[src/rtl/mem_xfer_engine.sv]
// Bus-initiator block copier: reads bytes from a source range, optionally transforms
// them, and writes them to a destination range, one read/write pair per byte.
module mem_xfer_engine #(
    parameter int unsigned ADDR_W = 32,
    parameter int unsigned DATA_W = 32,
    parameter int unsigned LEN_W  = 9
) (
    input  logic              clk,
    input  logic              rst,
    input  logic              start,
    input  logic [ADDR_W-1:0] src_base,
    input  logic [ADDR_W-1:0] dst_base,
    input  logic [LEN_W-1:0]  length,
    input  logic [1:0]        op,
    input  logic [7:0]        key,
    output logic              bus_req,
    input  logic              bus_gnt,
    output logic [ADDR_W-1:0] address,
    output logic [DATA_W-1:0] wdata,
    output logic              wboolean,
    input  logic [DATA_W-1:0] rdata,
    output logic              busy,
    output logic              done
);

    typedef enum logic [1:0] {StIdle, StRead, StWrite, StDone} state_e;

    state_e            state_q, state_d;
    logic [LEN_W-1:0]  idx_q, idx_d;
    logic [7:0]        byte_q, byte_d;
    logic [ADDR_W-1:0] src_q, src_d;
    logic [ADDR_W-1:0] dst_q, dst_d;
    logic [LEN_W-1:0]  len_q, len_d;
    logic [1:0]        op_q, op_d;
    logic [7:0]        key_q, key_d;

    logic [7:0]        rbyte;
    logic [7:0]        xbyte;
    logic [ADDR_W-1:0] idx_ext;

    // Only the low byte of the read bus carries payload.
    logic unused_rdata;
    assign unused_rdata = ^rdata[DATA_W-1:8];

    assign rbyte   = rdata[7:0];
    assign idx_ext = ADDR_W'(idx_q);

    always_comb begin
        xbyte = rbyte;
        unique case (op_q)
            2'b00: xbyte = rbyte;
            2'b01: xbyte = ~rbyte;
            2'b10: xbyte = rbyte ^ key_q;
            2'b11: xbyte = rbyte + key_q;
            default: xbyte = rbyte;
        endcase
    end

    always_comb begin
        state_d = state_q;
        idx_d   = idx_q;
        byte_d  = byte_q;
        src_d   = src_q;
        dst_d   = dst_q;
        len_d   = len_q;
        op_d    = op_q;
        key_d   = key_q;
        unique case (state_q)
            StIdle: begin
                if (start) begin
                    src_d   = src_base;
                    dst_d   = dst_base;
                    len_d   = length;
                    op_d    = op;
                    key_d   = key;
                    idx_d   = '0;
                    state_d = (length == '0) ? StDone : StRead;
                end
            end
            StRead: begin
                if (bus_gnt) begin
                    byte_d  = xbyte;
                    state_d = StWrite;
                end
            end
            StWrite: begin
                if (bus_gnt) begin
                    idx_d   = idx_q + LEN_W'(1);
                    state_d = (idx_d == len_q) ? StDone : StRead;
                end
            end
            StDone: state_d = StIdle;
            default: state_d = StIdle;
        endcase
    end

    always_ff @(posedge clk) begin
        if (rst) begin
            state_q <= StIdle;
            idx_q   <= '0;
            byte_q  <= '0;
            src_q   <= '0;
            dst_q   <= '0;
            len_q   <= '0;
            op_q    <= '0;
            key_q   <= '0;
        end else begin
            state_q <= state_d;
            idx_q   <= idx_d;
            byte_q  <= byte_d;
            src_q   <= src_d;
            dst_q   <= dst_d;
            len_q   <= len_d;
            op_q    <= op_d;
            key_q   <= key_d;
        end
    end

    always_comb begin
        bus_req  = 1'b0;
        address  = '0;
        wdata    = '0;
        wboolean = 1'b0;
        busy     = (state_q != StIdle);
        done     = (state_q == StDone);
        unique case (state_q)
            StRead: begin
                bus_req = 1'b1;
                address = src_q + idx_ext;
            end
            StWrite: begin
                bus_req  = 1'b1;
                address  = dst_q + idx_ext;
                wdata    = DATA_W'(byte_q);
                wboolean = bus_gnt;
            end
            default: ;
        endcase
    end

endmodule

[config.mk]
export PLATFORM = sky130hd
export DESIGN_NAME = mem_xfer_engine
export DESIGN_NICKNAME = d
export VERILOG_FILES = /design/src/rtl/mem_xfer_engine.sv
export SDC_FILE = /design/constraint.sdc
export NUM_CORES = 1
export LEC_CHECK = 0
export ABC_AREA = 1
export CAP_MARGIN = 20
export CORE_ASPECT_RATIO = 1.75
export CORE_UTILIZATION = 45
export CTS_BUF_LIST = sky130_fd_sc_hd__clkbuf_4
export DETAILED_ROUTE_END_ITERATION = 10
export PLACE_DENSITY = 0.79
export REMOVE_ABC_BUFFERS = 1
export SLEW_MARGIN = 0
export SYNTH_ARGS = -nofsm -noshare
export SYNTH_HDL_FRONTEND = slang
export SYNTH_SLANG_ARGS = --single-unit
export TNS_END_PERCENT = 10
[constraint.sdc]
create_clock -name clk -period 9.32 [get_ports clk]
set_input_delay 1.398 -clock clk [delete_from_list [all_inputs] [get_ports clk]]
set_output_delay 1.398 -clock clk [all_outputs]
set_load 0.1 [all_outputs]
---- After elaboration in Yosys (flattened, before gate mapping) ----
Index checks and enable logic that the tools add are counted.
cells by class
  add/subtract/negate cells ............... 4
  bitwise gates (word level) .............. 2
  reduce and logical (&&, ||, !) cells .... 10
  eq/ne operators ......................... 10
  muxes and demuxes ....................... 14
operators with widths
  kind                                                              count
  32-bit by 9-bit adder with 32-bit output                          2
  32-bit case mux with 2 select lines                               1
  8-bit case mux with 4 select lines                                1
  9-bit two-way mux                                                 2
  9-bit case mux with 2 select lines                                1
  2-bit two-way mux                                                 5
  9-bit by 1-bit adder with 9-bit output (second input constant)    1
  9-bit == test                                                     1
  9-bit logical NOT                                                 1
  8-bit adder                                                       1
  2-bit == test (second input constant)                             4
  8-bit two-way mux                                                 1
  8-bit inverter                                                    1
  2-bit case mux with 4 select lines                                1
  8-bit bitwise XOR                                                 1
  2-bit inequality test (second input constant)                     3
  3-bit AND reduction                                               2
  2-bit by 1-bit == test with 1-bit output (second input constant)  2
  2-bit logical NOT                                                 2
  2-bit AND reduction                                               2
  2-bit nonzero test                                                2
  1-bit two-way mux                                                 2
  2-bit OR reduction                                                1
storage, ports and cells
  bits of input ports ..................... 119
  output and inout port bits .............. 68
  flip-flop bits (word level) ............. 102

---- Logic depth before layout (Yosys ltp) ----
Gate-level depths: netlist (run 1).
  depth after elaboration ................. 5
  gate-level depth with buffers ........... 22

---- Worst setup path before layout (run 1) ----
Ideal clock, no wire load.
  kind .................................... flip-flop to output port
  start ................................... register state_q[0]
  end ..................................... output port address[18]
  slack ................................... 3208 ps
  data required time ...................... 7922 ps
  stages on the path, launching flop included .. 22
  arrival time ............................ 4714 ps
  path buffers ............................ 4
  cell sequence ........................... dfxtp_1 inv_1 ha_1 buf_6 buf_4 buf_2 buf_1 nand2_1 nand2_1 ha_1 fa_1 nand2_1 inv_1 nand2_1 nand2_1 nand2_1 o211ai_1 nand2_1 nand2_2 nand2_1 nor2_1 nor3_1
on the way
  cells in the longest elaborated chain, start to end .. 2
  elaborated cells on any way between the ends .. 3
  those cells by class .................... eq/ne (2); mux (1)
RTL lines
  item                                                                       RTL line  RTL
  start, declared                                                            28        state_e state_q, state_d;
  start signal, assigned                                                     99        state_q <= StIdle;
  start signal, assigned                                                     108       state_q <= state_d;
  2-bit == test or 2-bit by 1-bit == test with 1-bit output (tied branches)  126       unique case (state_q)
  32-bit case mux with 2 select lines *                                      126
  end, declared                                                              18        output logic [ADDR_W-1:0] address,
Every way passes the cells marked *; elsewhere a longest branch is shown, timed or not.

---- Worst setup path after layout (run 1) ----
  start ................................... register state_q[0]
  end ..................................... output port address[20]
The elaborated chain is that of the path after synthesis.

==> results of run 1 <==
==> area by class of cell <==
| type | count | area share |
|---|---|---|
| clock buffer | 9 | 0.00850 |
| multi-input combinational | 745 | 0.464 |
| sequential | 102 | 0.257 |
| clock inverter | 7 | 0.0121 |
| inverter | 111 | 0.0527 |
| timing repair buffer | 142 | 0.178 |
| tap | 177 | 0.0279 |
| antenna | 1 | 0.000315 |
==> synth_stat cells, drive strengths merged <==
cell type,number,area share
o22ai,1,0.00097
nor2,169,0.10
o221ai,2,0.0027
a21oi,82,0.064
o21ai,129,0.11
nand4,5,0.0049
or2,3,0.0029
inv,110,0.065
a21o,2,0.0023
o21a,2,0.0023
nand2,210,0.13
conb,1,0.00058
dfxtp,102,0.32
nor4,2,0.0019
xor2,2,0.0027
ha,25,0.049
a211oi,3,0.0035
a41oi,1,0.0014
o21bai,4,0.0052
nor3,8,0.0093
fa,2,0.0062
nand3,53,0.043
o211ai,7,0.0082
buf,32,0.040
clkbuf,33,0.019
xnor2,3,0.0041
nor3b,2,0.0031
clkinv,1,0.00058
a31oi,4,0.0039
==> registers in the layout, indices dropped and copies added (netlist names) <==
name     flops
dst_q       32
src_q       32
idx_q        9
len_q        9
byte_q       8
key_q        8
op_q         2
state_q      2
==> per-layer routing <==
| layer | global-route usage | vias up |
|---|---|---|
| li1 | - | 3419 |
| met1 | 0.262 | 3011 |
| met2 | 0.434 | 191 |
| met3 | 0.0305 | 42 |
| met4 | 0.117 | 0 |
| met5 | 0 | - |
==> cells by family after synthesis <==
kind of cell,count (synthesis)
adders and majority gates,27
buffers and inverters,176
xor gates and xnor gates,5
and+or+nand+nor,452
DFF,102
AOI/OAI and AO/OA,237
other,1
==> per-stage QoR <==
step                std cells  hold WS, ns  setup WS, ns
floorplan                 958        0.426          2.49
global placement         1277        0.435          3.83
detailed placement       1277        0.444          3.81
CTS                      1293        0.464          3.25
global route             1294        0.488          2.92
finish                   1294        0.466          3.29
==> power by group through the flow <==
stage / Clock, W / Sequential (W) / Combinational (W)
2_1_floorplan: 0 / 0.000603 / 0.00100
3_3_place_gp: 0 / 0.000615 / 0.00132
3_5_place_dp: 0 / 0.000619 / 0.00133
4_1_cts: 0.000275 / 0.000609 / 0.00134
5_1_grt: 0.000292 / 0.000623 / 0.00144
6_report: 0.000270 / 0.000609 / 0.00133
==> worst paths after layout <==
kind         slack, ns                     end                     from  depth (start not counted)
max               3.29             address[20]  state_q[0]$_SDFFE_PP0P_                         19
min               0.47  src_q[29]$_SDFFE_PP0P_   src_q[29]$_SDFFE_PP0P_                          2
max reg2reg       7.07   len_q[4]$_SDFFE_PP0P_  state_q[0]$_SDFFE_PP0P_                          7
min reg2reg       0.47  src_q[29]$_SDFFE_PP0P_   src_q[29]$_SDFFE_PP0P_                          2
==> critical path: stages (launching register included) <==
cell and delay, ns:
dfxtp_1 0.37, inv_1 0.12, ha_2 0.22, buf_4 0.51, nand2_1 0.11, nand2_1 0.09, ha_1 0.18, fa_1 0.19
nand2_1 0.05, inv_1 0.08, nand2_1 0.05, nand2_1 0.15, nand2_1 0.07, o211ai_1 0.14, nand2_1 0.11, nand2_2 0.14
nand2_2 0.07, a21oi_1 0.13, o21a_1 0.20, clkdlybuf4s50_1 1.15
==> results.md, run 1 <==
- Fill cell count: about 1,400
- Setup-failing EPs final: 0
- Register area: approximately 2000 um2
- Max Cap Violations: 0
- Die width: between 90 and 100 um
- Simple-gate portion of the synthesized area: 0.293
- Fmax: 0.166 GHz
- Initial Utilization: 0.463
- CTS root buffer: clkbuf_4
- Adder-cell share of the synthesized area: 0.0548
- First-pass GRT wire length: about 28,000 um
- Power per Cell Area: roughly 280 nW/um2
- Mux cell area share after synthesis: 0
- TritonCTS clock tree: built
- Most frequent cells in the layout: nand2_1, nor2_1, clkdlybuf4s50_1
- Area grow syn2layout: 23.5%
- Compound-Gate Fraction of Synth Area: 0.203
- Vias: about 6,700
- Area of the multi-input gates: 3690 um2
- Critical Path Fanout Max: between 50 and 60
- Clk pwr share: 0.122
- Die area: between 10,000 and 15,000 um2
- HPWL Detailed: 12,900 um
- Critical path launch point type: flip-flop
- Rows: 57
- Comb power frac: 0.602
- Total Power: 0.00221 W
- Fin nets: 1,257
- Worst Hold Class: flip-flop to flip-flop
- Switch share: 0.549
- Slew Viols, Final: 0
- Grt total ovfl: 0
- Clock tree buffer depth: 2
- Layout cell share with drive strength beyond 1: 0.0618
- Post-DP Area: 7780 um2
- Post-cts sizing count: 0
- Port Buffers: 138
- Routed vias/inst: 5.15
- Post-synthesis sequential area ratio: 0.317
- First-iteration detailed-routing DRC count: 330
- Library cells used by synthesis: between 40 and 50
- Worst EP required: about 7.9 ns
- P_leak: between 3 and 4 nW
- Post-Syn Instances: 1,000
- Avg Cell Area, Syn: 6.43 um2
- Routed len/inst: 13.3 um
- Sequential Power Share: 0.276
- Post-DRT Antenna Nets: 0
- Pin count of the biggest net entering global routing: a little over 70
- Fin. Hold Viols: 0
- Clk_skew: 0.0182 ns
- Initial antenna violation count: 1
- Synthesized area: 6430 um2
- Crit Path Category: flip-flop to output pin
- Die Height: between 150 and 200 um
- Pin slew with the least headroom to its limit: roughly 1.0 ns
- Top sig layer: met4
- Iteration count of the initial detailed-routing pass: 5
- DRC: 0
- RSZ-0062 raised after global routing: false
- DR WL met2: 8880 um
- Vias in the first global route: 6,288
- IO Pins: 187
- Synth warn: 0
- Critical Path End Type: output pin
- Outcome: finished clean
- Final GP Congestion: 0.915
- Num CTS Buffers: 9
- Clock Latency Late Sink: around 0.47 ns
- Post-layout util: 0.571
- Main combinational cell family by area after synthesis: simple AND/OR/NAND/NOR gates
- Setup TNS: 0 ns
- Switching power: 0.00121 W
- Synth Area in XOR/XNOR: 0.00681
- Arrival time at the worst endpoint: 4.63 ns
- Relative slew slack: 0.302
- Sink Count: 102
- Cell internal pwr: about 0.0010 W
- DRT Wirelength: 17,100 um
- Tcrit/Tclk final: 0.647
- Met1 Routed Length: 6990 um
- Worst-path clk slew: 0.17 ns
- Post-CTS Setup Inserts: 0
- Commonest non-fill, non-tap cell in the layout: nand2_1
- #FFs+latches synth: just over 100
- Met3 WL: 607 um
- Tmin final: 6.03 ns
- CTS HTree Levels: 3
- Design Area, Final: 7950 um2
- Placeable Area: 13,900 um2
- Total GRT Usage: 0.237
- VDD IR max: 0.220 mV
- Hold_buf cts: 0
No activity file was read; power rests on OpenSTA's default activity.
==> run 2, diff against run 1 <==
==> constraint.sdc (replaced) <==
create_clock -name clk -period 5.7 [get_ports clk]
set_input_delay 0.855 -clock clk [delete_from_list [all_inputs] [get_ports clk]]
set_output_delay 0.855 -clock clk [all_outputs]
set_load 0.1 [all_outputs]
==> run 2 against run 1 <==
Compared with the run above: clock power up 57%; non-clock buffer count increased by 1; clock-buffer cell count up 1; total power up 62%; setup slack got worse by 2.5 ns; clock skew up 0.015 ns; first-iteration DRC count fell by 28%; design area shrank 0.82%; routed wire length fell by 0.24%; hold slack got worse by 0.0010 ns; critical path depth is 8 lower.
==> results.md, run 2 (same netlist as run 1, synthesis figures left out) <==
- Post-DP Area: 7720 um2 (-0.80%)
- Die width: 92.4 um (unchanged)
- Grt total ovfl: 0 (unchanged)
- CTS root buffer: clkbuf_4
- Relative slew slack: 0.311 (+0.00898)
- Design Area, Final: 7880 um2 (-0.82%)
- Fill cell count: 1,419 (-0.35%)
- Fin. Hold Viols: 0 (unchanged)
- Outcome: finished clean
- Iteration count of the initial detailed-routing pass: 5 (unchanged)
- Rows: 57 (unchanged)
- Critical path launch point type: flip-flop
- Final GP Congestion: 0.914 (about the same)
- Vias in the first global route: 6,258 (-0.48%)
- Met1 Routed Length: 6860 um (-1.9%)
- Clock Latency Late Sink: 0.47 ns (about the same)
- IO Pins: 187 (unchanged)
- VDD IR max: 0.259 mV (+18%)
- Setup-failing EPs final: 0 (unchanged)
- Initial antenna violation count: 1 (unchanged)
- Num CTS Buffers: 9 (unchanged)
- Initial Utilization: 0.463 (unchanged)
- Total GRT Usage: 0.238 (+0.000957)
- Reg-to-Reg Start: state_q[0]$_SDFFE_PP0P_
- Crit Path Category: flip-flop to output pin
- Routed vias/inst: 5.11 (-0.84%)
- Port Buffers: 138 (unchanged)
- Max Cap Violations: 0 (unchanged)
- First-pass GRT wire length: 28,300 um (+0.27%)
- CTS HTree Levels: 3 (unchanged)
- Tcrit/Tclk final: 0.854
- Tmin final: roughly 4.9 ns
- Power per Cell Area: 454 nW/um2 (+63%)
- Worst EP required: 4.85 ns (-3.07 ns)
- Sink Count: 102 (unchanged)
- HPWL Detailed: 13,000 um (+0.54%)
- Clock tree buffer depth: 2 (unchanged)
- Crit. Startpoint: state_q[0]$_SDFFE_PP0P_
- Hold Path Stages: 2 (unchanged)
- TritonCTS clock tree: built
- Critical Path Fanout Max: 41 (-21%)
- Die area: 14,800 um2 (unchanged)
- First-iteration detailed-routing DRC count: 236 (-28%)
- Top sig layer: met4
- Pin slew with the least headroom to its limit: 1.03 ns (-0.0117 ns)
- Arrival time at the worst endpoint: 4.01 ns (-0.62 ns)
- DRC: 0 (unchanged)
- Layout cell share with drive strength beyond 1: 0.0868 (+0.0250)
- Fin nets: 1,258 (+0.080%)
- Setup slack, reg-to-reg: 3.48 ns (-3.59 ns)
- Routed len/inst: 13.2 um (-0.32%)
- Fmax: 0.205 GHz
- Met3 WL: 624 um (+2.8%)
- Hold_buf cts: 0 (unchanged)
- Pin count of the biggest net entering global routing: 67 (-6.9%)
- Die Height: 160 um (unchanged)
- Critical path endpoint: address[3]
- Post-cts sizing count: 0 (unchanged)
- Most frequent cells in the layout: nand2_1, nor2_1, o21ai_0, clkdlybuf4s50_1, dfxtp_1
- RSZ-0062 raised after global routing: false
- R2R cell count: 7 (unchanged)
- Worst Hold Class: flip-flop to flip-flop
- Post-CTS Setup Inserts: 0 (unchanged)
- Post-DRT Antenna Nets: 0 (unchanged)
- Clk_skew: 0.0329 ns (+0.0147 ns)
- Worst-path clk slew: 0.17 ns (about the same)
- DRT Wirelength: 17,100 um (-0.24%)
- Vias: 6,612 (-0.77%)
- Commonest non-fill, non-tap cell in the layout: nand2_1
- Total Power: 0.00358 W (+62%)
- Area grow syn2layout: 22.5%
- Critical Path End Type: output pin
- DR WL met2: 8810 um (-0.79%)
- Top Registers: dst_q x32, src_q x32
- R2r endpoint: len_q[4]$_SDFFE_PP0P_
- Placeable Area: 13,900 um2 (unchanged)
- P_leak: 3.50 nW (+1.3%)
- Slew Viols, Final: 0 (unchanged)
-- run 2: cell count changes in the layout (fill, tap and decap cells not counted) --
cell | previous run | this run
clkdlybuf4s50_1 | 138 | 110
clkinv_4 | 1 | 0
clkinv_2 | 2 | 0
buf_4 | 4 | 33
clkinv_1 | 1 | 2
inv_6 | 2 | 0
clkinvlp_4 | 0 | 3
clkbuf_4 | 9 | 10
-- run 2: power breakdown --
group          internal (W)  switching, W
clock network      0.000181      0.000244
registers          0.000900     0.0000979
logic              0.000530       0.00163
total               0.00161       0.00197
-- run 2: critical path: stages (launching register included) --
cell             delay [ns]
dfxtp_1                0.38
inv_1                  0.12
ha_2                   0.38
buf_4                  0.50
nand2_1                0.11
nand2_1                0.13
ha_1                   0.17
a21oi_1                0.08
nand2_1                0.14
o21ai_0                0.10
a21oi_1                0.24
clkdlybuf4s50_1        1.18
-- run 2: layout make-up --
class / instances / area (um2) / share of cell area
inverters: 111 / 419 / 0.0532
multi-input cells: 745 / 3690 / 0.468
well taps: 177 / 221 / 0.0281
flip-flops and latches: 102 / 2040 / 0.259
diodes: 1 / 2.50 / 0.000318
repair buffers: 143 / 1350 / 0.171
clock buffers: 10 / 75.1 / 0.00953
clock inverters: 6 / 86.3 / 0.0110
-- run 2: worst min path at each step --
stage	start	end
floorplan	src_q[29]$_SDFFE_PP0P_	src_q[29]$_SDFFE_PP0P_
global placement	src_q[29]$_SDFFE_PP0P_	src_q[29]$_SDFFE_PP0P_
detailed placement	src_q[29]$_SDFFE_PP0P_	src_q[29]$_SDFFE_PP0P_
CTS	src_q[29]$_SDFFE_PP0P_	src_q[29]$_SDFFE_PP0P_
global route	src_q[23]$_SDFFE_PP0P_	src_q[23]$_SDFFE_PP0P_
finish	src_q[17]$_SDFFE_PP0P_	src_q[17]$_SDFFE_PP0P_
-- run 2: per-stage QoR --
step | utilization | instances | hold WS, ns | setup WS, ns | TNS [ns]
6_report | 0.567 | 1295 | 0.465 | 0.830 | 0
2_1_floorplan | - | 958 | 0.426 | -0.584 | -1.27
3_5_place_dp | 0.555 | 1278 | 0.445 | 1.36 | 0
3_3_place_gp | 0.555 | 1278 | 0.435 | 1.39 | 0
5_1_grt | 0.567 | 1295 | 0.490 | 0.565 | 0
4_1_cts | 0.567 | 1294 | 0.464 | 0.813 | 0
-- run 2: metal layers --
metal / global-route usage / vias to the layer above
met4: 0.136 / 0
met5: 0 / -
met1: 0.263 / 2960
met3: 0.0224 / 54
met2: 0.433 / 184
li1: - / 3414
